`config.mk`:
```
export PLATFORM = sky130hd
export DESIGN_NAME = avalon_msg_enforcer_flat
export DESIGN_NICKNAME = d
export VERILOG_FILES = /design/src/rtl/avalon_msg_enforcer_pkg.sv /design/src/rtl/avalon_msg_enforcer_if.sv /design/src/rtl/avalon_msg_enforcer_skid.sv /design/src/rtl/avalon_msg_enforcer.sv /design/src/flat_wrapper.sv
export SDC_FILE = /design/constraint.sdc
export NUM_CORES = 1
export LEC_CHECK = 0
export CORE_MARGIN = 3
export CORE_UTILIZATION = 40
export CTS_CLUSTER_DIAMETER = 200
export CTS_CLUSTER_SIZE = 25
export DETAILED_ROUTE_END_ITERATION = 6
export PLACE_DENSITY = 0.68
export SLEW_MARGIN = 0
export SYNTH_ARGS = -nofsm -noshare
export SYNTH_HDL_FRONTEND = slang
export SYNTH_SLANG_ARGS = --single-unit
```
`constraint.sdc`:
```
create_clock -name clk -period 2.3 [get_ports clk]
set_clock_uncertainty 0.2 [all_clocks]
set_input_delay 0.345 -clock clk [delete_from_list [all_inputs] [get_ports clk]]
set_output_delay 0.345 -clock clk [all_outputs]
set_load 0.1 [all_outputs]
```
`src/rtl/avalon_msg_enforcer_pkg.sv`:
```
// general_pack: shared helpers and state type for avalon_msg_enforcer
package general_pack;
    typedef enum logic [1:0] {BETWEEN_MSG, IN_MSG, DRAIN} enforcer_state_t;
    function automatic int log2up_func(input int n);
        int r;
        r = 1;
        for (int i = 1; i < 31; i++)
            if ((1 << i) < n) r = i + 1;
        return r;
    endfunction
endpackage

```
`src/rtl/avalon_msg_enforcer_if.sv`:
```
// avalon_st_if: Avalon-ST beat bundle with source (master) and sink (slave) views
interface avalon_st_if
    import general_pack::*;
#(
    parameter int DATA_WIDTH_IN_BYTES = 16
) ();
    localparam int EMPTY_W = log2up_func(DATA_WIDTH_IN_BYTES);
    logic [DATA_WIDTH_IN_BYTES*8-1:0] data;
    logic [EMPTY_W-1:0]               empty;
    logic                             sop, eop, valid, rdy;
    modport master (output data, empty, sop, eop, valid, input rdy);
    modport slave  (input data, empty, sop, eop, valid, output rdy);
endinterface

```
`src/rtl/avalon_msg_enforcer_skid.sv`:
```
// avalon_skid_buffer: 2-entry registered stage; in_rdy comes from a flop so out_rdy never reaches it
module avalon_skid_buffer
    import general_pack::*;
#(
    parameter int DATA_WIDTH_IN_BYTES = 16,
    localparam int EW = log2up_func(DATA_WIDTH_IN_BYTES)
) (
    input  logic                             clk,
    input  logic                             rst,
    input  logic                             in_valid,
    input  logic [DATA_WIDTH_IN_BYTES*8-1:0] in_data,
    input  logic [EW-1:0]                    in_empty,
    input  logic                             in_sop,
    input  logic                             in_eop,
    output logic                             in_rdy,
    output logic                             out_valid,
    output logic [DATA_WIDTH_IN_BYTES*8-1:0] out_data,
    output logic [EW-1:0]                    out_empty,
    output logic                             out_sop,
    output logic                             out_eop,
    input  logic                             out_rdy
);
    localparam int BW = DATA_WIDTH_IN_BYTES*8 + EW + 2;
    logic [BW-1:0] out_q, out_d, skid_q, skid_d, in_beat;
    logic          out_valid_q, out_valid_d, skid_valid_q, skid_valid_d, rdy_q, rdy_d, push;
    assign in_beat = {in_sop, in_eop, in_empty, in_data};
    assign push    = in_valid && rdy_q;
    // refill the output stage from the skid entry first, park new beats in the skid entry while stalled
    always_comb begin
        out_d        = out_q;
        out_valid_d  = out_valid_q;
        skid_d       = skid_q;
        skid_valid_d = skid_valid_q;
        if (!out_valid_q || out_rdy) begin
            out_valid_d  = skid_valid_q || push;
            out_d        = skid_valid_q ? skid_q : (push ? in_beat : out_q);
            skid_valid_d = 1'b0;
        end else if (push) begin
            skid_d       = in_beat;
            skid_valid_d = 1'b1;
        end
        rdy_d = !skid_valid_d;
    end
    // storage flops; reset empties both entries and holds off the source
    always_ff @(posedge clk or negedge rst) begin
        if (!rst) begin
            out_q        <= '0;
            out_valid_q  <= 1'b0;
            skid_q       <= '0;
            skid_valid_q <= 1'b0;
            rdy_q        <= 1'b0;
        end else begin
            out_q        <= out_d;
            out_valid_q  <= out_valid_d;
            skid_q       <= skid_d;
            skid_valid_q <= skid_valid_d;
            rdy_q        <= rdy_d;
        end
    end
    assign in_rdy    = rdy_q;
    assign out_valid = out_valid_q;
    assign {out_sop, out_eop, out_empty, out_data} = out_q;
endmodule

```
`src/rtl/avalon_msg_enforcer.sv`:
```
// avalon_msg_enforcer: repairs Avalon-ST framing, masks empty bytes, truncates long messages; counters under AVALON_ENFORCER_COUNTERS_EN
module avalon_msg_enforcer
    import general_pack::*;
#(
    parameter int DATA_WIDTH_IN_BYTES = 16,
    parameter int MAX_MSG_BEATS       = 256,
    parameter int COUNTER_WIDTH       = 16
) (
    input  logic                     clk,
    input  logic                     rst,
    avalon_st_if.slave               untrusted_msg,
    avalon_st_if.master              enforced_msg,
    output logic                     missing_sop_indi,
    output logic                     unexpected_sop_indi,
    output logic                     truncated_indi,
    input  logic                     cnt_clr,
    output logic [COUNTER_WIDTH-1:0] missing_sop_cnt,
    output logic [COUNTER_WIDTH-1:0] unexpected_sop_cnt,
    output logic [COUNTER_WIDTH-1:0] truncated_cnt
);
    localparam int DW = DATA_WIDTH_IN_BYTES*8;
    localparam int EW = log2up_func(DATA_WIDTH_IN_BYTES);
    localparam int BCW = log2up_func(MAX_MSG_BEATS + 1);
    localparam logic [BCW-1:0] LAST_BEAT = BCW'(MAX_MSG_BEATS);

    enforcer_state_t state_q, state_d;
    logic [BCW-1:0]  beat_q, beat_d;
    logic [2:0]      indi_q, indi_d;
    logic            in_rdy, accept, fwd, o_sop, o_eop;
    logic [EW-1:0]   o_empty;
    logic [DW-1:0]   o_data;

    assign accept            = untrusted_msg.valid && in_rdy;
    assign untrusted_msg.rdy = in_rdy;

    // framing FSM: indi_d bits are {truncated, unexpected_sop, missing_sop}
    always_comb begin
        state_d = state_q;
        beat_d  = beat_q;
        indi_d  = '0;
        fwd     = 1'b0;
        o_sop   = untrusted_msg.sop;
        o_eop   = untrusted_msg.eop;
        if (accept) begin
            if (state_q != IN_MSG) begin
                fwd       = untrusted_msg.sop;
                beat_d    = untrusted_msg.sop ? BCW'(1) : beat_q;
                indi_d[0] = !untrusted_msg.sop && state_q == BETWEEN_MSG;
                state_d   = untrusted_msg.sop ? (untrusted_msg.eop ? BETWEEN_MSG : IN_MSG)
                          : (untrusted_msg.eop ? BETWEEN_MSG : state_q);
            end else begin
                fwd       = 1'b1;
                o_sop     = 1'b0;
                beat_d    = beat_q + 1'b1;
                indi_d[1] = untrusted_msg.sop;
                indi_d[2] = !untrusted_msg.eop && beat_d == LAST_BEAT;
                o_eop     = untrusted_msg.eop || indi_d[2];
                state_d   = untrusted_msg.eop ? BETWEEN_MSG : (indi_d[2] ? DRAIN : IN_MSG);
            end
        end
    end

    // only genuine EOP beats keep their empty count; truncated beats carry a full beat
    always_comb begin
        o_empty = untrusted_msg.eop ? untrusted_msg.empty : '0;
        o_data  = untrusted_msg.data;
        for (int i = 0; i < DATA_WIDTH_IN_BYTES; i++)
            o_data[8*i +: 8] = (i < int'(o_empty)) ? 8'h00 : untrusted_msg.data[8*i +: 8];
    end

    // state, beat counter and indicator pulse registers
    always_ff @(posedge clk or negedge rst) begin
        if (!rst) begin
            state_q <= BETWEEN_MSG;
            beat_q  <= '0;
            indi_q  <= '0;
        end else begin
            state_q <= state_d;
            beat_q  <= beat_d;
            indi_q  <= indi_d;
        end
    end

    assign {truncated_indi, unexpected_sop_indi, missing_sop_indi} = indi_q;

    avalon_skid_buffer #(.DATA_WIDTH_IN_BYTES(DATA_WIDTH_IN_BYTES)) u_skid (
        .clk       (clk),
        .rst       (rst),
        .in_valid  (accept && fwd),
        .in_data   (o_data),
        .in_empty  (o_empty),
        .in_sop    (o_sop),
        .in_eop    (o_eop),
        .in_rdy    (in_rdy),
        .out_valid (enforced_msg.valid),
        .out_data  (enforced_msg.data),
        .out_empty (enforced_msg.empty),
        .out_sop   (enforced_msg.sop),
        .out_eop   (enforced_msg.eop),
        .out_rdy   (enforced_msg.rdy)
    );

`ifdef AVALON_ENFORCER_COUNTERS_EN
    logic [2:0][COUNTER_WIDTH-1:0] cnt_q, cnt_d;
    // saturating counters stepped alongside the indicator pulses; clear has priority
    always_comb begin
        cnt_d = cnt_q;
        for (int k = 0; k < 3; k++)
            cnt_d[k] = cnt_clr ? '0 : cnt_q[k] + COUNTER_WIDTH'(indi_d[k] && !(&cnt_q[k]));
    end
    // counter registers
    always_ff @(posedge clk or negedge rst) begin
        if (!rst) cnt_q <= '0;
        else cnt_q <= cnt_d;
    end
    assign missing_sop_cnt    = cnt_q[0];
    assign unexpected_sop_cnt = cnt_q[1];
    assign truncated_cnt      = cnt_q[2];
`else
    logic unused_cnt_clr;
    assign unused_cnt_clr     = cnt_clr;
    assign missing_sop_cnt    = '0;
    assign unexpected_sop_cnt = '0;
    assign truncated_cnt      = '0;
`endif
endmodule

```
`src/flat_wrapper.sv`:
```
// flat-port wrapper written by rule: the top's interface ports become plain ports
module avalon_msg_enforcer_flat import general_pack::*;
#(
    parameter int DATA_WIDTH_IN_BYTES = 16,
    parameter int MAX_MSG_BEATS       = 256,
    parameter int COUNTER_WIDTH       = 16
)
  (clk, rst, missing_sop_indi, unexpected_sop_indi, truncated_indi, cnt_clr, missing_sop_cnt, unexpected_sop_cnt, truncated_cnt, untrusted_msg_data, untrusted_msg_empty, untrusted_msg_sop, untrusted_msg_eop, untrusted_msg_valid, untrusted_msg_rdy, enforced_msg_data, enforced_msg_empty, enforced_msg_sop, enforced_msg_eop, enforced_msg_valid, enforced_msg_rdy);
  avalon_st_if #(.DATA_WIDTH_IN_BYTES(DATA_WIDTH_IN_BYTES)) untrusted_msg_i ();
  avalon_st_if #(.DATA_WIDTH_IN_BYTES(DATA_WIDTH_IN_BYTES)) enforced_msg_i ();
  input  logic clk;
  input  logic rst;
  output logic missing_sop_indi;
  output logic unexpected_sop_indi;
  output logic truncated_indi;
  input  logic cnt_clr;
  output logic [COUNTER_WIDTH-1:0] missing_sop_cnt;
  output logic [COUNTER_WIDTH-1:0] unexpected_sop_cnt;
  output logic [COUNTER_WIDTH-1:0] truncated_cnt;
  input wire logic [$bits(untrusted_msg_i.data)-1:0] untrusted_msg_data;
  input wire logic [$bits(untrusted_msg_i.empty)-1:0] untrusted_msg_empty;
  input wire logic [$bits(untrusted_msg_i.sop)-1:0] untrusted_msg_sop;
  input wire logic [$bits(untrusted_msg_i.eop)-1:0] untrusted_msg_eop;
  input wire logic [$bits(untrusted_msg_i.valid)-1:0] untrusted_msg_valid;
  output wire logic [$bits(untrusted_msg_i.rdy)-1:0] untrusted_msg_rdy;
  output wire logic [$bits(enforced_msg_i.data)-1:0] enforced_msg_data;
  output wire logic [$bits(enforced_msg_i.empty)-1:0] enforced_msg_empty;
  output wire logic [$bits(enforced_msg_i.sop)-1:0] enforced_msg_sop;
  output wire logic [$bits(enforced_msg_i.eop)-1:0] enforced_msg_eop;
  output wire logic [$bits(enforced_msg_i.valid)-1:0] enforced_msg_valid;
  input wire logic [$bits(enforced_msg_i.rdy)-1:0] enforced_msg_rdy;
  assign untrusted_msg_i.data = untrusted_msg_data;
  assign untrusted_msg_i.empty = untrusted_msg_empty;
  assign untrusted_msg_i.sop = untrusted_msg_sop;
  assign untrusted_msg_i.eop = untrusted_msg_eop;
  assign untrusted_msg_i.valid = untrusted_msg_valid;
  assign untrusted_msg_rdy = untrusted_msg_i.rdy;
  assign enforced_msg_data = enforced_msg_i.data;
  assign enforced_msg_empty = enforced_msg_i.empty;
  assign enforced_msg_sop = enforced_msg_i.sop;
  assign enforced_msg_eop = enforced_msg_i.eop;
  assign enforced_msg_valid = enforced_msg_i.valid;
  assign enforced_msg_i.rdy = enforced_msg_rdy;
  avalon_msg_enforcer #(.DATA_WIDTH_IN_BYTES(DATA_WIDTH_IN_BYTES), .MAX_MSG_BEATS(MAX_MSG_BEATS), .COUNTER_WIDTH(COUNTER_WIDTH)) u_core (.clk(clk), .rst(rst), .untrusted_msg(untrusted_msg_i), .enforced_msg(enforced_msg_i), .missing_sop_indi(missing_sop_indi), .unexpected_sop_indi(unexpected_sop_indi), .truncated_indi(truncated_indi), .cnt_clr(cnt_clr), .missing_sop_cnt(missing_sop_cnt), .unexpected_sop_cnt(unexpected_sop_cnt), .truncated_cnt(truncated_cnt));
endmodule
```
After elaboration in Yosys (flattened, before gate mapping):

Index checks and enable logic that the tools add are counted.

* add/sub/neg operators: 1
* order comparisons: 15
* eq/ne operators: 4
* multiplexer cells: 37
* bitwise logic cells: 1
* reduce and logical (&&, ||, !) cells: 18

Operators with widths (count)
* $mux W134: 2
* $mux W8: 15
* $lt A4 B4 Y1 const A: 7
* $mux W9: 2
* $lt A3 B4 Y1 const A: 4
* $mux W2: 6
* $mux W1: 10
* $add A9 B1 Y9 const B: 1
* $eq A9 B9 Y1 const B: 1
* $lt A1 B4 Y1 const A: 2
* $lt A2 B4 Y1 const A: 2
* $reduce_and A2 Y1: 4
* $logic_and A1 B1 Y1: 5
* $logic_not A1 Y1: 4
* $mux W4: 1
* $logic_or A1 B1 Y1: 3
* $mux W3: 1
* $ne A3 B3 Y1 const B: 1
* $logic_not A2 Y1: 1
* $ne A2 B1 Y1 const B: 1
* $ne A2 B2 Y1 const B: 1
* $reduce_bool A2 Y1: 1
* $not A1 Y1: 1

* register bits after elaboration: 285
* input port bits: 139
* output and inout port bits: 187

Logic depth before layout (Yosys ltp):

Gate-level depths: netlist of run 1.

* word-level depth: 8
* depth in mapped cells: 8

Hierarchy:

Synthesis of run 1 repeated with hierarchy kept, for this count alone.

* cells, all modules: 1006
* area, all modules: 14009.7 um^2

By module, submodules not included
* avalon_skid_buffer: instances 1, cells each 724, area an instance 11928.9 um^2, sequential area each 6781.5 um^2
* avalon_msg_enforcer: instances 1, cells each 282, area an instance 2080.7 um^2, sequential area each 350.3 um^2

Least setup slack after synthesis of run 1:

Ideal clock, no wire load.

* kind: flip-flop to flip-flop
* start point: reg u_core.u_skid.rdy_q (netlist: u_core.u_skid.in_rdy)
* end point: reg u_core.u_skid.skid_q[120]
* setup time: 0.125 ns
* data arrival time: 2.047 ns
* data required time: 1.975 ns
* slack: -0.072 ns
* cell stages (with the launch flop): 7
* buffers on the path: 3
* period minus slack after synthesis: 2.372 ns
* path through: dfrtp_1 > and2_1 > o211ai_2 > buf_6 > buf_6 > buf_6 > mux2_4

* cells in the longest elaborated chain, start to end: 5

RTL lines
* start, declared: RTL line avalon_msg_enforcer_skid.sv:25 `logic out_valid_q, out_valid_d, skid_valid_q, skid_valid_d, rdy_q, rdy_d, push;`
* start signal, assigned: RTL line avalon_msg_enforcer_skid.sv:57 `rdy_q <= rdy_d;`
* $logic_and A1 B1 Y1: RTL line avalon_msg_enforcer.sv:33 `assign accept = untrusted_msg.valid && in_rdy;`
* $mux W1: RTL line avalon_msg_enforcer.sv:44 `if (accept) begin`
* $logic_and A1 B1 Y1: RTL line avalon_msg_enforcer.sv:89 `.in_valid (accept && fwd),`
* $logic_and A1 B1 Y1 *: RTL line avalon_msg_enforcer_skid.sv:27 `assign push = in_valid && rdy_q;`
* $reduce_and A2 Y1 (no line) *
* end signal, assigned: RTL line avalon_msg_enforcer_skid.sv:55 `skid_q <= skid_d;`
* end, declared: RTL line avalon_msg_enforcer_skid.sv:24 `logic [BW-1:0] out_q, out_d, skid_q, skid_d, in_beat;`

Mark *: on every way between the ends. The rest lies on a longest branch, timed or not.
A chain may end at the register's enable or synchronous reset.

Final worst setup path of run 1:

* start point: reg u_core.state_q[0]
* end point: reg u_core.u_skid.skid_q[68]

* cells in the longest elaborated chain, start to end: 6

RTL lines
* start, declared: RTL line avalon_msg_enforcer.sv:26 `enforcer_state_t state_q, state_d;`
* start signal, assigned: RTL line avalon_msg_enforcer.sv:78 `state_q <= state_d;`
* $ne A2 B1 Y1: RTL line avalon_msg_enforcer.sv:45 `if (state_q != IN_MSG) begin`
* $mux W1: RTL line avalon_msg_enforcer.sv:45
* $mux W1: RTL line avalon_msg_enforcer.sv:44
* $logic_and A1 B1 Y1: RTL line avalon_msg_enforcer.sv:89
* $logic_and A1 B1 Y1: RTL line avalon_msg_enforcer_skid.sv:27
* $reduce_and A2 Y1 (no line)

Every way passes these cells.

==> impl_metrics.xml, run 1 <==
<?xml version="1.0" encoding="UTF-8"?>
<metrics>
  <group name="finish">
    <metric name="layout-drive-gt1-share" unit="%">16.1</metric>
    <metric name="nets_final" unit="">1771</metric>
    <metric name="final_core_utilization" unit="%">52.2</metric>
    <metric name="area_delta_synth_final" unit="%">26.7</metric>
  </group>
  <group name="yosys">
    <metric name="postSynth.asyncResetShare" unit="%">100</metric>
    <metric name="yosys.area_share.adder" unit="%">0.0976</metric>
    <metric name="post-synth-top-area-cell" unit="">dfrtp_1</metric>
    <metric name="post_synth_instance_area" unit="um2">12800</metric>
    <metric name="ys.warnings.count" unit="">0</metric>
    <metric name="synth_mux_area_share" unit="%">2.27</metric>
    <metric name="netlist.area_leader.share" unit="%">55.7</metric>
    <metric name="synth_top_family_by_area" unit="">simple AND/OR/NAND/NOR gates</metric>
    <metric name="ys_top_cells_by_area" unit="">dfrtp_1, nand2_1, o21ai_0</metric>
    <metric name="syn_inst" unit="">1373</metric>
    <metric name="synth-compound-area-share" unit="%">17.2</metric>
    <metric name="syn-mean-instance-area" unit="um2">9.33</metric>
    <metric name="synth-simple-area-share" unit="%">17.3</metric>
    <metric name="synthXorXnorAreaFrac" unit="%">0.0683</metric>
    <metric name="ys_seq_area_share" unit="%">55.7</metric>
    <metric name="synth-seq-cells" unit="">285</metric>
    <metric name="synthFlopType" unit="">dfrtp_1</metric>
    <metric name="post_synth_num_cell_types" unit="">55</metric>
    <metric name="synth_enable_flop_cells" unit="">0</metric>
  </group>
  <group name="routing">
    <metric name="drcViolationCount" unit="">0</metric>
    <metric name="detail-route-antenna-nets" unit="">0</metric>
    <metric name="via_per_inst" unit="">5.22</metric>
    <metric name="totalWireLength" unit="um">35500</metric>
    <metric name="vias" unit="">10600</metric>
    <metric name="wl_per_cell" unit="um">17.5</metric>
    <metric name="detail_route.iter0.violations" unit="">772</metric>
    <metric name="drtPass1Iterations" unit="">5</metric>
  </group>
  <group name="floorplan">
    <metric name="io-pin-count" unit="">326</metric>
    <metric name="core.rowCount" unit="">64</metric>
    <metric name="core-area" unit="um2">31100</metric>
    <metric name="design.die.area" unit="um2">34200</metric>
    <metric name="die_y" unit="um">185</metric>
    <metric name="die_x" unit="um">185</metric>
    <metric name="start_util" unit="%">41.2</metric>
  </group>
  <group name="global_routing">
    <metric name="via_count_of_the_first_global_routing_pass" unit="">10400</metric>
    <metric name="grt_pass1_wl" unit="um">55900</metric>
    <metric name="groute.usage.overall" unit="%">20.1</metric>
    <metric name="total_overflow_reported_by_the_global_router" unit="">0</metric>
    <metric name="antenna_found_initial" unit="">2</metric>
    <metric name="pin_count_of_the_biggest_net_entering_global_routing" unit="">131</metric>
  </group>
  <group name="place">
    <metric name="last_weighted_congestion_value_of_the_routability_driven_placer" unit="">0.789</metric>
    <metric name="place.detailed.hpwl" unit="um">24400</metric>
    <metric name="place.port_buffers" unit="">276</metric>
  </group>
  <group name="setup_path">
    <metric name="worst-r2r-cell-count" unit="">4</metric>
    <metric name="endpoint_kind" unit="">flip-flop</metric>
    <metric name="timing.setup.critical_path_class" unit="">flip-flop to flip-flop</metric>
    <metric name="worst-path-max-fanout" unit="">130</metric>
    <metric name="critical_path_arrival" unit="ps">2100</metric>
    <metric name="critPathCapture" unit="">u_core.u_skid.skid_q[68]</metric>
    <metric name="critical_path.startpoint_type" unit="">flip-flop</metric>
    <metric name="regToRegEndpoint" unit="">u_core.u_skid.skid_q[68]</metric>
    <metric name="cp.required" unit="ps">2440</metric>
    <metric name="setup.reg_to_reg.worst_slack" unit="ps">340</metric>
    <metric name="cp-startpoint" unit="">u_core.state_q[0]</metric>
    <metric name="r2r-start" unit="">u_core.state_q[0]</metric>
  </group>
  <group name="timing">
    <metric name="fmaxAchievable" unit="MHz">510</metric>
    <metric name="worst_hold_slack" unit="ps">169</metric>
    <metric name="finalCritPeriodShare" unit="%">85.2</metric>
    <metric name="slew_headroom" unit="%">47.5</metric>
    <metric name="hold_viol_final" unit="">0</metric>
    <metric name="tightestPinTransition" unit="ps">788</metric>
    <metric name="final.min_clock_period" unit="ps">1960</metric>
    <metric name="slew_violations" unit="">0</metric>
    <metric name="grt_setup_unrepaired" unit="">false</metric>
    <metric name="setup-violations-final" unit="">0</metric>
  </group>
  <group name="clock_network">
    <metric name="cts-htree-levels" unit="">1</metric>
    <metric name="cts-root-to-sink-buffers" unit="">3</metric>
    <metric name="number_of_buffers_inserted_during_clock_tree_synthesis" unit="">15</metric>
    <metric name="tritoncts" unit="">yes</metric>
    <metric name="clock_insertion_delay_worst_skew" unit="ps">490</metric>
    <metric name="clock_tree.root_cell" unit="">clkbuf_16</metric>
    <metric name="clk_transition_reported_paths" unit="ps">100</metric>
    <metric name="sink_count" unit="">285</metric>
  </group>
  <group name="power_and_ir_drop">
    <metric name="share_clk_of_total_power" unit="%">12.1</metric>
    <metric name="combPwrFrac" unit="%">54.0</metric>
    <metric name="pwr-share-seq" unit="%">33.8</metric>
    <metric name="cell_internal_pwr" unit="mW">10.8</metric>
    <metric name="worst_ir_drop_vdd" unit="mV">0.955</metric>
    <metric name="power.density_cell_area" unit="nW/um2">1440</metric>
    <metric name="leakage" unit="nW">7.47</metric>
    <metric name="switching_share" unit="%">53.8</metric>
    <metric name="switchingPower" unit="mW">12.6</metric>
  </group>
  <group name="outcome">
    <metric name="status" unit="">finished clean</metric>
  </group>
  <group name="min_path">
    <metric name="worstHoldPathType" unit="">primary input to async pin</metric>
  </group>
  <group name="run">
    <metric name="cap_viol_max_count" unit="">0</metric>
  </group>
</metrics>
==> power groups by stage <==
stage / registers [mW] / clock network [mW] / logic [mW]
after CTS: 7.94 / 2.94 / 12.7
after detailed placement: 8.01 / 0 / 12.7
after global routing: 8.15 / 3.11 / 13.3
final: 7.93 / 2.85 / 12.7
after global placement: 7.96 / 0 / 12.6
after floorplan: 14.8 / 0 / 2.82
==> registers in the layout (all words and copies together), names as in the netlist <==
| name | flops |
|---|---|
| u_core.u_skid.skid_q | 134 |
| u_core.state_q | 2 |
| u_core.indi_q | 3 |
| u_core.u_skid.skid_valid_q | 1 |
| u_core.u_skid.out_valid | 1 |
| u_core.u_skid.in_rdy | 1 |
| u_core.beat_q | 9 |
| u_core.u_skid.out_q | 134 |
==> routing by layer <==
metal / vias up / routed length [um] / GRT usage [%]
met3: 48 / 2350 / 4.58
met5: - / 13 / 0
met2: 322 / 16500 / 32.6
li1: 5112 / - / -
met4: 2 / 881 / 4.74
met1: 5112 / 15800 / 27.5
==> cells in the final DEF, fill, tap and decap left out, types with 3 or more instances in the layout <==
master,n
a21oi_1,119
a221oi_1,16
a22o_1,25
a31oi_1,41
a41oi_1,3
and2_1,5
and3_1,4
buf_12,23
buf_4,188
clkbuf_16,15
clkdlybuf4s50_1,136
conb_1,48
dfrtp_1,282
mux2_2,8
mux2_4,8
mux2i_1,8
nand2_1,267
nand3_1,102
nor2_1,144
o21ai_0,136
o21ai_1,9
==> worst min-delay path by stage <==
stage | depth (start not counted) | end | startpoint
3_5_place_dp | 1 | u_core.u_skid.skid_q[83] | rst
3_3_place_gp | 1 | u_core.u_skid.skid_q[83] | rst
6_report | 2 | u_core.u_skid.skid_q[83] | rst
4_1_cts | 2 | u_core.u_skid.skid_q[83] | rst
2_1_floorplan | 0 | u_core.beat_q[0] | rst
5_1_grt | 2 | u_core.u_skid.skid_q[83] | rst
==> cell usage after synthesis, drive strengths merged, types with 2 or more instances <==
master,instances
a21o,2
a21oi,121
a221oi,16
a22o,25
a2bb2oi,2
a31oi,41
a41oi,3
and2,5
and3,4
buf,108
clkbuf,47
dfrtp,285
mux2,16
mux2i,8
nand2,267
nand3,102
nor2,145
nor2b,2
o21ai,147
o31ai,3
o41ai,2
==> repair_timing <==
action	in CTS	in global routing
setup endpoints to repair	0	0
endpoints found under the hold margin	142	0
resized for setup	0	0
setup buffers	0	0
hold buffers	1	0
==> cell families after synthesis <==
| logic type | count (synthesis) |
|---|---|
| compound gates | 370 |
| mux | 24 |
| xor+xnor | 1 |
| buf+inv | 156 |
| flops | 285 |
| other cells | 1 |
| fa+ha+maj | 1 |
| simple gates | 535 |
==> layout make-up <==
type / count / area [um2]
Inverter: 1 / 5.00
Sequential cell: 285 / 7140
Antenna cell: 1 / 2.50
Multi-Input combinational cell: 979 / 4940
Clock inverter: 1 / 16.3
Fill cell: 2902 / 14800
Timing Repair Buffer: 349 / 3260
Tap cell: 396 / 495
Clock buffer: 16 / 379
==> per-stage QoR <==
stage / instances / cell area, um2 / total power [mW] / setup TNS (ps) / setup WS, ps
global route: 2028 / 16200 / 24.5 / 0 / 222
floorplan: 1420 / 13000 / 17.6 / 0 / 224
CTS: 2027 / 16200 / 23.6 / 0 / 351
global placement: 2009 / 15800 / 20.6 / -248 / -28.9
finish: 2028 / 16200 / 23.4 / 0 / 341
detailed placement: 2009 / 15800 / 20.8 / -488 / -91.6
==> worst max-delay path: stages, from the launching register on <==
cell      delay [ps]
dfrtp_1          440
nor2b_4          180
o211ai_4         290
buf_12           390
o21ai_0          180
Note: power is estimated with default switching activity, not from simulation.
==> run 2, diff against run 1 <==
--- a/config.mk
+++ b/config.mk
@@ -10,8 +10,10 @@
 export CTS_CLUSTER_DIAMETER = 200
 export CTS_CLUSTER_SIZE = 25
 export DETAILED_ROUTE_END_ITERATION = 6
-export PLACE_DENSITY = 0.68
+export DONT_BUFFER_PORTS = 1
+export PLACE_DENSITY = 0.55
 export SLEW_MARGIN = 0
 export SYNTH_ARGS = -nofsm -noshare
 export SYNTH_HDL_FRONTEND = slang
+export SYNTH_HIERARCHICAL = 1
 export SYNTH_SLANG_ARGS = --single-unit
==> run 2 against run 1 <==
Against the previous run:
- the run now ends with negative hold slack left
- clock-buffer cell count stayed put
- synthesized cell count fell by 27%
- critical path depth rose by 4
- sequential share of layout area shrank 0.59 points
- die area increased by 9.0%
- non-clock buffer count decreased by 157
- global-route usage is 3.8 points lower
- register-to-register slack got worse by 220 ps
- via count down 24%
- area after synthesis up 9.3%
==> impl_metrics.xml, run 2 <==
<?xml version="1.0" encoding="UTF-8"?>
<metrics>
  <group name="clock_network">
    <metric name="clk_transition_reported_paths" unit="ps">100</metric>
    <metric name="number_of_buffers_inserted_during_clock_tree_synthesis" unit="">15</metric>
    <metric name="cts.hold.buffers_added" unit="">134</metric>
    <metric name="cts-htree-levels" unit="">1</metric>
    <metric name="clock_insertion_delay_worst_skew" unit="ps">510</metric>
    <metric name="cts-root-to-sink-buffers" unit="">3</metric>
    <metric name="clock_tree.root_cell" unit="">clkbuf_16</metric>
    <metric name="sink_count" unit="">285</metric>
    <metric name="tritoncts" unit="">yes</metric>
  </group>
  <group name="yosys">
    <metric name="ys_top_cells_by_area" unit="">dfrtp_1, mux2_2, mux2_4</metric>
    <metric name="syn_inst" unit="">1006</metric>
    <metric name="commonest_cells_in_the_netlist" unit="">mux2_2, dfrtp_1, and2_1</metric>
    <metric name="synth_enable_flop_cells" unit="">0</metric>
    <metric name="ys_seq_area_share" unit="%">50.9</metric>
    <metric name="post-synth-top-area-cell" unit="">dfrtp_1</metric>
    <metric name="syn-mean-instance-area" unit="um2">13.9</metric>
    <metric name="netlist.area_leader.share" unit="%">50.9</metric>
    <metric name="postSynth.asyncResetShare" unit="%">100</metric>
    <metric name="post_synth_instance_area" unit="um2">14000</metric>
    <metric name="post_synth_num_cell_types" unit="">44</metric>
    <metric name="ys.warnings.count" unit="">6</metric>
    <metric name="synthMostInstantiatedCell" unit="">mux2_2</metric>
    <metric name="synthFlopType" unit="">dfrtp_1</metric>
    <metric name="synth-seq-cells" unit="">285</metric>
  </group>
  <group name="timing">
    <metric name="fmaxAchievable" unit="MHz">458</metric>
    <metric name="slew_headroom" unit="%">35.1</metric>
    <metric name="tightestPinTransition" unit="ps">974</metric>
    <metric name="final.min_clock_period" unit="ps">2180</metric>
    <metric name="setup_total_neg_slack" unit="ps">0</metric>
    <metric name="grt_setup_unrepaired" unit="">false</metric>
    <metric name="hold_viol_final" unit="">285</metric>
    <metric name="worst_hold_slack" unit="ps">-660</metric>
    <metric name="slew_violations" unit="">0</metric>
    <metric name="setup-violations-final" unit="">0</metric>
    <metric name="finalCritPeriodShare" unit="%">94.9</metric>
  </group>
  <group name="global_routing">
    <metric name="antenna_found_initial" unit="">0</metric>
    <metric name="groute.usage.overall" unit="%">16.2</metric>
    <metric name="via_count_of_the_first_global_routing_pass" unit="">8426</metric>
    <metric name="total_overflow_reported_by_the_global_router" unit="">0</metric>
    <metric name="pin_count_of_the_biggest_net_entering_global_routing" unit="">286</metric>
    <metric name="grt_pass1_wl" unit="um">48600</metric>
  </group>
  <group name="setup_path">
    <metric name="critPathCapture" unit="">u_core/u_skid/out_q[31]</metric>
    <metric name="endpoint_kind" unit="">flip-flop</metric>
    <metric name="cp-startpoint" unit="">u_core/state_q[1]</metric>
    <metric name="cp.required" unit="ps">2470</metric>
    <metric name="worst-path-max-fanout" unit="">28</metric>
    <metric name="regToRegEndpoint" unit="">u_core/u_skid/out_q[31]</metric>
    <metric name="critical_path.startpoint_type" unit="">flip-flop</metric>
    <metric name="critical_path_arrival" unit="ps">2360</metric>
    <metric name="worst-r2r-cell-count" unit="">8</metric>
    <metric name="setup.reg_to_reg.worst_slack" unit="ps">120</metric>
    <metric name="timing.setup.critical_path_class" unit="">flip-flop to flip-flop</metric>
    <metric name="r2r-start" unit="">u_core/state_q[1]</metric>
  </group>
  <group name="routing">
    <metric name="detail-route-antenna-nets" unit="">0</metric>
    <metric name="met3_wirelength_from_detailed_routing" unit="um">2780</metric>
    <metric name="via_per_inst" unit="">5.00</metric>
    <metric name="drtPass1Iterations" unit="">4</metric>
    <metric name="maxUsedRoutingLayer" unit="">met4</metric>
    <metric name="length_of_routed_wiring_on_met1" unit="um">13700</metric>
    <metric name="totalWireLength" unit="um">31500</metric>
    <metric name="met2WireLength" unit="um">14500</metric>
    <metric name="drcViolationCount" unit="">0</metric>
    <metric name="wl_per_cell" unit="um">19.5</metric>
    <metric name="detail_route.iter0.violations" unit="">290</metric>
    <metric name="vias" unit="">8064</metric>
  </group>
  <group name="floorplan">
    <metric name="io-pin-count" unit="">326</metric>
    <metric name="design.die.area" unit="um2">37300</metric>
    <metric name="core-area" unit="um2">34000</metric>
    <metric name="die_y" unit="um">193</metric>
    <metric name="die_x" unit="um">193</metric>
    <metric name="start_util" unit="%">41.2</metric>
    <metric name="core.rowCount" unit="">67</metric>
  </group>
  <group name="place">
    <metric name="place.port_buffers" unit="">0</metric>
    <metric name="last_weighted_congestion_value_of_the_routability_driven_placer" unit="">0.719</metric>
    <metric name="place.detailed.hpwl" unit="um">21100</metric>
    <metric name="total_placed_cells_including_tap_cells" unit="">1460</metric>
  </group>
  <group name="finish">
    <metric name="most_frequent_standard_cell_in_the_layout_excluding_fill_and_tap_cells" unit="">mux2_2</metric>
    <metric name="commonest_cells_after_routing_fill_and_taps_aside" unit="">mux2_2, dfrtp_1, dlygate4sd3_1</metric>
    <metric name="layout-drive-gt1-share" unit="%">43.0</metric>
    <metric name="antennaDiodeCount" unit="">0</metric>
    <metric name="finalNonFillerCells" unit="">1613</metric>
    <metric name="largestRegisters" unit="">u_core/u_skid/out_q (134), u_core/u_skid/skid_q (134), u_core/beat_q (9)</metric>
    <metric name="area_delta_synth_final" unit="%">17.5</metric>
    <metric name="nets_final" unit="">1305</metric>
  </group>
  <group name="outcome">
    <metric name="failed_checks" unit="">negative hold slack</metric>
    <metric name="status" unit="">finished, violations left</metric>
  </group>
  <group name="min_path">
    <metric name="worstHoldPathType" unit="">primary input to async pin</metric>
  </group>
  <group name="run">
    <metric name="cap_viol_max_count" unit="">0</metric>
  </group>
</metrics>
==> run 2: metal layers <==
layer | vias up | GRT usage [%]
met5 | - | 0
met4 | 0 | 2.89
met3 | 25 | 5.55
met2 | 203 | 26.1
met1 | 4123 | 21.6
li1 | 3713 | -
==> run 2: final cells by class <==
cell class,count,area [um2]
Multi-Input combinational cell,666,6340
Fill cell,3061,17600
Tap cell,448,561
Clock buffer,16,379
Inverter,4,15.0
Sequential cell,285,7140
Clock inverter,2,25.0
Timing Repair Buffer,192,2000
==> run 2: how the worst min path moves through the flow <==
stage	start	to	slack (ps)
final	rst	u_core/u_skid/out_q[89]	-660
after floorplan	rst	u_core/beat_q[0]	-150
after global placement	rst	u_core/u_skid/out_q[89]	-140
after CTS	rst	u_core/u_skid/out_q[89]	-710
after global routing	rst	u_core/u_skid/out_q[85]	-710
after detailed placement	rst	u_core/u_skid/out_q[89]	-140
==> run 2: cell families (layout without fill, tap and decap cells) <==
group / count (synthesis) / count (layout) / share of synthesized area (%)
adder cells (fa/ha/maj): 2 / 2 / 0.179
XOR/XNOR: 6 / 6 / 0.375
AND/OR/NAND/NOR: 176 / 176 / 7.67
multiplexers: 403 / 403 / 34.0
AO/OA/AOI/OAI: 31 / 31 / 1.55
buffers and inverters: 102 / 214 / 5.29
flip-flops: 285 / 285 / 50.9
other: 1 / 48 / 0.0268
==> run 2: worst max-delay path: stages, from the launching register on <==
cell and delay, ps:
dfrtp_1 440, nor2b_2 170, o21ai_2 70, inv_1 150, a21oi_4 90, nor2_4 140
buf_12 200, buf_12 220, mux2_2 360
==> run 2: repair_timing <==
action,4_1_cts,5_1_grt
endpoints found under the setup margin,0,44
gates resized for setup,0,3
buffers inserted,0,1
hold endpoints to repair,434,285
==> run 2: through the flow <==
step           cell area (um2)  utilization (%)  worst slack, ps
2_1_floorplan            14200                -             5.12
3_3_place_gp             14700             43.2             66.8
3_5_place_dp             14700             43.2             22.9
4_1_cts                  16400             48.3             42.1
5_1_grt                  16500             48.4             5.90
6_report                 16500             48.4              116
Power of run 2 is not shown: default switching activity piles up to over one toggle a cycle in this logic, so the estimate is an artifact.
==> run 3, diff against run 2 <==
--- a/config.mk
+++ b/config.mk
@@ -5,12 +5,14 @@
 export SDC_FILE = /design/constraint.sdc
 export NUM_CORES = 1
 export LEC_CHECK = 0
+export CORE_ASPECT_RATIO = 1.75
 export CORE_MARGIN = 3
 export CORE_UTILIZATION = 40
 export CTS_CLUSTER_DIAMETER = 200
 export CTS_CLUSTER_SIZE = 25
 export DETAILED_ROUTE_END_ITERATION = 6
 export DONT_BUFFER_PORTS = 1
+export HOLD_SLACK_MARGIN = 0.1
 export PLACE_DENSITY = 0.55
 export SLEW_MARGIN = 0
 export SYNTH_ARGS = -nofsm -noshare
==> run 3 against run 2 <==
Against the previous run:
- the run still ends with negative hold slack left
- first-iteration DRC count is 8.6% lower
- via count is 1.4% higher
- sequential cell count stayed put
- utilization is 0.28 points lower
- die area is 0.24% higher
- design area is 0.98% higher
- register-to-register slack hardly changed
- largest cell class unchanged
- highest routed layer unchanged
==> impl_metrics.xml, run 3 (same netlist as run 2, synthesis figures left out) <==
<?xml version="1.0" encoding="UTF-8"?>
<metrics>
  <group name="clock_network">
    <metric name="tritoncts" unit="">yes</metric>
    <metric name="cts-htree-levels" unit="">1</metric>
    <metric name="clock_insertion_delay_worst_skew" unit="ps">500</metric>
    <metric name="cts-root-to-sink-buffers" unit="">3</metric>
    <metric name="cts.hold.buffers_added" unit="">137</metric>
    <metric name="number_of_buffers_inserted_during_clock_tree_synthesis" unit="">15</metric>
    <metric name="sink_count" unit="">285</metric>
    <metric name="clock_tree.root_cell" unit="">clkbuf_16</metric>
    <metric name="clk_transition_reported_paths" unit="ps">110</metric>
  </group>
  <group name="global_routing">
    <metric name="pin_count_of_the_biggest_net_entering_global_routing" unit="">286</metric>
    <metric name="antenna_found_initial" unit="">1</metric>
    <metric name="groute.usage.overall" unit="%">16.7</metric>
    <metric name="grt_pass1_wl" unit="um">50100</metric>
    <metric name="via_count_of_the_first_global_routing_pass" unit="">8680</metric>
    <metric name="total_overflow_reported_by_the_global_router" unit="">0</metric>
  </group>
  <group name="timing">
    <metric name="finalCritPeriodShare" unit="%">95.2</metric>
    <metric name="setup-violations-final" unit="">0</metric>
    <metric name="hold_viol_final" unit="">285</metric>
    <metric name="slew_headroom" unit="%">35.8</metric>
    <metric name="final.min_clock_period" unit="ps">2190</metric>
    <metric name="slew_violations" unit="">0</metric>
    <metric name="tightestPinTransition" unit="ps">959</metric>
    <metric name="setup_ws" unit="ps">110</metric>
    <metric name="setup_total_neg_slack" unit="ps">0</metric>
    <metric name="worst_hold_slack" unit="ps">-665</metric>
    <metric name="fmaxAchievable" unit="MHz">457</metric>
  </group>
  <group name="routing">
    <metric name="via_per_inst" unit="">4.97</metric>
    <metric name="drtPass1Iterations" unit="">4</metric>
    <metric name="drcViolationCount" unit="">0</metric>
    <metric name="vias" unit="">8173</metric>
    <metric name="detail_route.iter0.violations" unit="">265</metric>
    <metric name="totalWireLength" unit="um">32200</metric>
    <metric name="wl_per_cell" unit="um">19.6</metric>
    <metric name="detail-route-antenna-nets" unit="">0</metric>
  </group>
  <group name="setup_path">
    <metric name="endpoint_kind" unit="">flip-flop</metric>
    <metric name="r2r-start" unit="">u_core/beat_q[0]</metric>
    <metric name="critical_path.startpoint_type" unit="">flip-flop</metric>
    <metric name="critical_path.cell_chain" unit="">ha_1 &gt; and3_4 &gt; xnor2_1 &gt; and4bb_4 &gt; o21ai_2 &gt; nand2b_1 &gt; mux2_2 &gt; mux2_2</metric>
    <metric name="worst-path-max-fanout" unit="">3</metric>
    <metric name="timing.critical_path.max_delay_family" unit="">multiplexers</metric>
    <metric name="setup.reg_to_reg.worst_slack" unit="ps">110</metric>
    <metric name="crit_slowest_cell" unit="">dfrtp_1</metric>
    <metric name="regToRegEndpoint" unit="">u_core/u_skid/out_q[132]</metric>
    <metric name="critical_path_arrival" unit="ps">2380</metric>
    <metric name="critical-path-max-stage-delay" unit="ps">410</metric>
    <metric name="timing.setup.critical_path_class" unit="">flip-flop to flip-flop</metric>
    <metric name="critPathBufInv" unit="">0</metric>
    <metric name="worst-r2r-cell-count" unit="">8</metric>
    <metric name="cp.required" unit="ps">2490</metric>
    <metric name="crit_path_frequent_cell" unit="">mux2_2</metric>
  </group>
  <group name="finish">
    <metric name="commonest_cells_after_routing_fill_and_taps_aside" unit="">mux2_2, dfrtp_1, dlygate4sd3_1</metric>
    <metric name="largestRegisters" unit="">u_core/u_skid/out_q (134), u_core/u_skid/skid_q (134), u_core/beat_q (9)</metric>
    <metric name="final_core_utilization" unit="%">48.1</metric>
    <metric name="finalNonFillerCells" unit="">1645</metric>
    <metric name="layout-drive-gt1-share" unit="%">43.6</metric>
    <metric name="fill_cell_count" unit="">3122</metric>
    <metric name="area_delta_synth_final" unit="%">18.6</metric>
    <metric name="most_frequent_standard_cell_in_the_layout_excluding_fill_and_tap_cells" unit="">mux2_2</metric>
    <metric name="nets_final" unit="">1324</metric>
  </group>
  <group name="floorplan">
    <metric name="die_x" unit="um">147</metric>
    <metric name="start_util" unit="%">40.5</metric>
    <metric name="core.rowCount" unit="">90</metric>
    <metric name="io-pin-count" unit="">326</metric>
    <metric name="design.die.area" unit="um2">37400</metric>
    <metric name="core-area" unit="um2">34600</metric>
    <metric name="die_y" unit="um">254</metric>
  </group>
  <group name="place">
    <metric name="place.detailed.hpwl" unit="um">22200</metric>
    <metric name="place.port_buffers" unit="">0</metric>
    <metric name="last_weighted_congestion_value_of_the_routability_driven_placer" unit="">0.749</metric>
    <metric name="placement.setup.worst_slack" unit="ps">70.8</metric>
    <metric name="total_placed_cells_including_tap_cells" unit="">1480</metric>
  </group>
  <group name="outcome">
    <metric name="failed_checks" unit="">negative hold slack</metric>
    <metric name="status" unit="">finished, violations left</metric>
  </group>
  <group name="run">
    <metric name="cap_viol_max_count" unit="">0</metric>
  </group>
  <group name="min_path">
    <metric name="worstHoldPathType" unit="">primary input to async pin</metric>
  </group>
</metrics>
[run 3: layout make-up]
type	instances	area [um2]	share of cell area [%]
Inverter	4	15.0	0.0903
Sequential cell	285	7140	43.0
Timing Repair Buffer	211	2150	12.9
Antenna cell	1	2.50	0.0151
Tap cell	460	576	3.46
Clock buffer	17	383	2.30
Clock inverter	1	16.3	0.0979
Multi-Input combinational cell	666	6330	38.1
[run 3: metrics by stage]
stage	area [um2]	hold WS, ps
2_1_floorplan	14200	-151
3_3_place_gp	14800	-143
3_5_place_dp	14800	-145
4_1_cts	16500	-707
5_1_grt	16600	-717
6_report	16600	-665
[run 3: how the worst max path moves through the flow]
stage	from	end	slack, ps	depth (start not counted)
3_5_place_dp	untrusted_msg_empty[2]	u_core/u_skid/out_q[111]	70	5
6_report	u_core/beat_q[0]	u_core/u_skid/out_q[132]	110	8
3_3_place_gp	untrusted_msg_empty[2]	u_core/u_skid/out_q[111]	80	5
5_1_grt	u_core/beat_q[0]	u_core/u_skid/out_q[132]	-2	8
2_1_floorplan	u_core/u_skid/in_rdy	u_core/u_skid/out_q[100]	5	8
4_1_cts	u_core/state_q[1]	u_core/u_skid/out_q[91]	40	8
[run 3: what timing repair did]
| item | in CTS | in global routing |
|---|---|---|
| resized for setup | 0 | 3 |
| endpoints found under the hold margin | 559 | 285 |
| setup endpoints to repair | 0 | 23 |
| setup buffers | 0 | 9 |
[run 3: worst register-to-register path, delay by kind of cell (launching register included)]
family | cells | cell delay (ps)
AND/OR/NAND/NOR | 3 | 490
AO/OA/AOI/OAI | 1 | 120
XOR/XNOR | 1 | 120
flip-flops | 1 | 410
multiplexers | 2 | 510
adder cells (fa/ha/maj) | 1 | 220
[run 3: per-layer routing]
layer | share of wire (%) | track usage [%] | vias up
met1 | 39 | 19.5 | 4203
met5 | 0 | 0 | -
met2 | 54 | 30.8 | 196
li1 | - | - | 3749
met3 | 5.8 | 3.78 | 25
met4 | 1.7 | 4.05 | 0
Power of run 3 is left out for the same reason.
==> RTL change, RTL diff (settings of run 1) <==
The 3 states of `enforcer_state_t` get a one-hot encoding in 3 bits.
--- a/src/rtl/avalon_msg_enforcer_pkg.sv
+++ b/src/rtl/avalon_msg_enforcer_pkg.sv
@@ -1,6 +1,6 @@
 // general_pack: shared helpers and state type for avalon_msg_enforcer
 package general_pack;
-    typedef enum logic [1:0] {BETWEEN_MSG, IN_MSG, DRAIN} enforcer_state_t;
+    typedef enum logic [2:0] {BETWEEN_MSG = 3'b001, IN_MSG = 3'b010, DRAIN = 3'b100} enforcer_state_t;
     function automatic int log2up_func(input int n);
         int r;
         r = 1;
Check against the original RTL: same outputs for any inputs over 4 cycles, from zero or initial values and one cycle with rst low; so few cycles prove little.
==> RTL change against run 1 <==
Worst setup slack worse by 0.25 ns. Cell count decreased by 0.59%. Cell area up 4.5%. Non-clock buffer count grew 5. Critical path depth rose by 2. Count of clock-buffer cells in the layout rose by 3. Wire length shrank 8.1%. First-iteration DRC count down 26%. Area after synthesis rose by 3.3%. Sequential cell count up 1. Power is 8.5% lower.
==> RTL change: results (changes against run 1) <==
- Outcome: finished, final reports clean
- Routed met1 length: 14,500 um (-8.2%)
- Total routing usage reported by global routing: 18.1% (-1.9 points)
- Worst R2R Start: u_core.state_q[2]
- Estimated wirelength of the detail-placed design: 23,200 um (-4.9%)
- GP Congestion: 0.784 (-0.60%)
- Area share of fa/ha/maj cells after synthesis: 0.0945% (-0.0031 points)
- Vias in the first global route: 9,983 (-4.3%)
- Uppermost layer routed: met4
- Cell types with the highest counts after synthesis: 335 x sky130_fd_sc_hd__nand2_1, 285 x sky130_fd_sc_hd__dfrtp_1, 254 x sky130_fd_sc_hd__o21ai_0
- Crit path max-delay cell type: sky130_fd_sc_hd__or3b_1
- Total Nets Final: 1,716 (-3.1%)
- Worst Tran Pin Value: 0.639 ns (-0.149 ns)
- Total length of routed met3 wires: 1780 um (-24%)
- Largest net degree at the start of global routing: 137 (+4.6%)
- Worst slack at placement: -0.113 ns (-0.0218 ns)
- Synth unique cells: 47 (-15%)
- First-pass GRT wire length: 53,000 um (-5.2%)
- Worst endpoint data arrival time: 2.39 ns (+0.29 ns)
- Complex-gate fraction of the synthesized area: 13.1% (-4.0 points)
- Switching part of the total: 50.0% (-3.8 points)
- Met2 capacity usage during global routing: 30.2% (-2.5 points)
- Final worst setup slack: 0.0864 ns (-0.255 ns)
- Length of routed met2 wiring: 15,500 um (-6.3%)
- Placement Cell Area: 16,500 um2 (+4.5%)
- Share of the synthesized netlist area taken by xor and xnor gates: 0% (-0.068 points)
- Share of layout cells above drive strength 1: 24.9% (+8.8 points)
- Critical Path Sink: u_core.u_skid.out_q[69]
- Detailed-routing iteration count for the pre-antenna-repair pass: 4 (-1)
- Count of vias placed by the detailed router: 9,931 (-6.3%)
- Post-synthesis sequential area ratio: 54.1% (-1.6 points)
- Maximum resistive drop on vdd: 0.819 mV (-14%)
- M3 GR Usage: 3.65% (-0.93 points)
- Starting DRT DRC Count: 573 (-26%)
- Switching component of the power: 10.7 mW (-15%)
- Multiplexer share of the synthesized area: 14.9% (+13 points)
- R2R depth: 6 (+2)
- Reported leakage power: 7.99 nW (+7.0%)
- Wire length reported by the detailed router: 32,600 um (-8.1%)
- GR Util met1: 24.2% (-3.4 points)
- Clock share of power: 13.2% (+1.1 points)
- Synth area leaders: sky130_fd_sc_hd__dfrtp_1 54%, sky130_fd_sc_hd__o21ai_0 9.6%, sky130_fd_sc_hd__nand2_1 9.5%
- Sequential group share of total power: 35.3% (+1.5 points)
## RTL change: cell count changes after synthesis, sizes merged, moves of 24 or more
cell | before | now
a31oi | 41 | 1
mux2 | 16 | 150
nand2 | 267 | 335
o21ai | 147 | 256
a21oi | 121 | 7
inv | 1 | 25
nand3 | 102 | 12
o31ai | 3 | 35
buf | 108 | 80
nor2 | 145 | 9
## RTL change: area by class of cell
cell class	count	area, um2
fillers	2847	15200
flip-flops and latches	286	7170
multi-input cells	894	5430
repair buffers	354	3320
well taps	435	544
clock buffers	19	390
inverters	25	93.8
clock inverters	1	16.3
diodes	2	5.00
## RTL change: through the flow
stage	hold WS, ns	cells
global route	0.149	2016
detailed placement	0.0799	1993
floorplan	-0.151	1340
finish	0.147	2016
CTS	0.133	2014
global placement	0.0757	1993
## RTL change: worst max-delay path: cells and delay by family, from the launching register on
kind | cells | cell delay, ns
compound gates | 1 | 0.30
flops | 1 | 0.42
buf+inv | 2 | 0.34
mux | 1 | 0.30
simple gates | 2 | 0.52
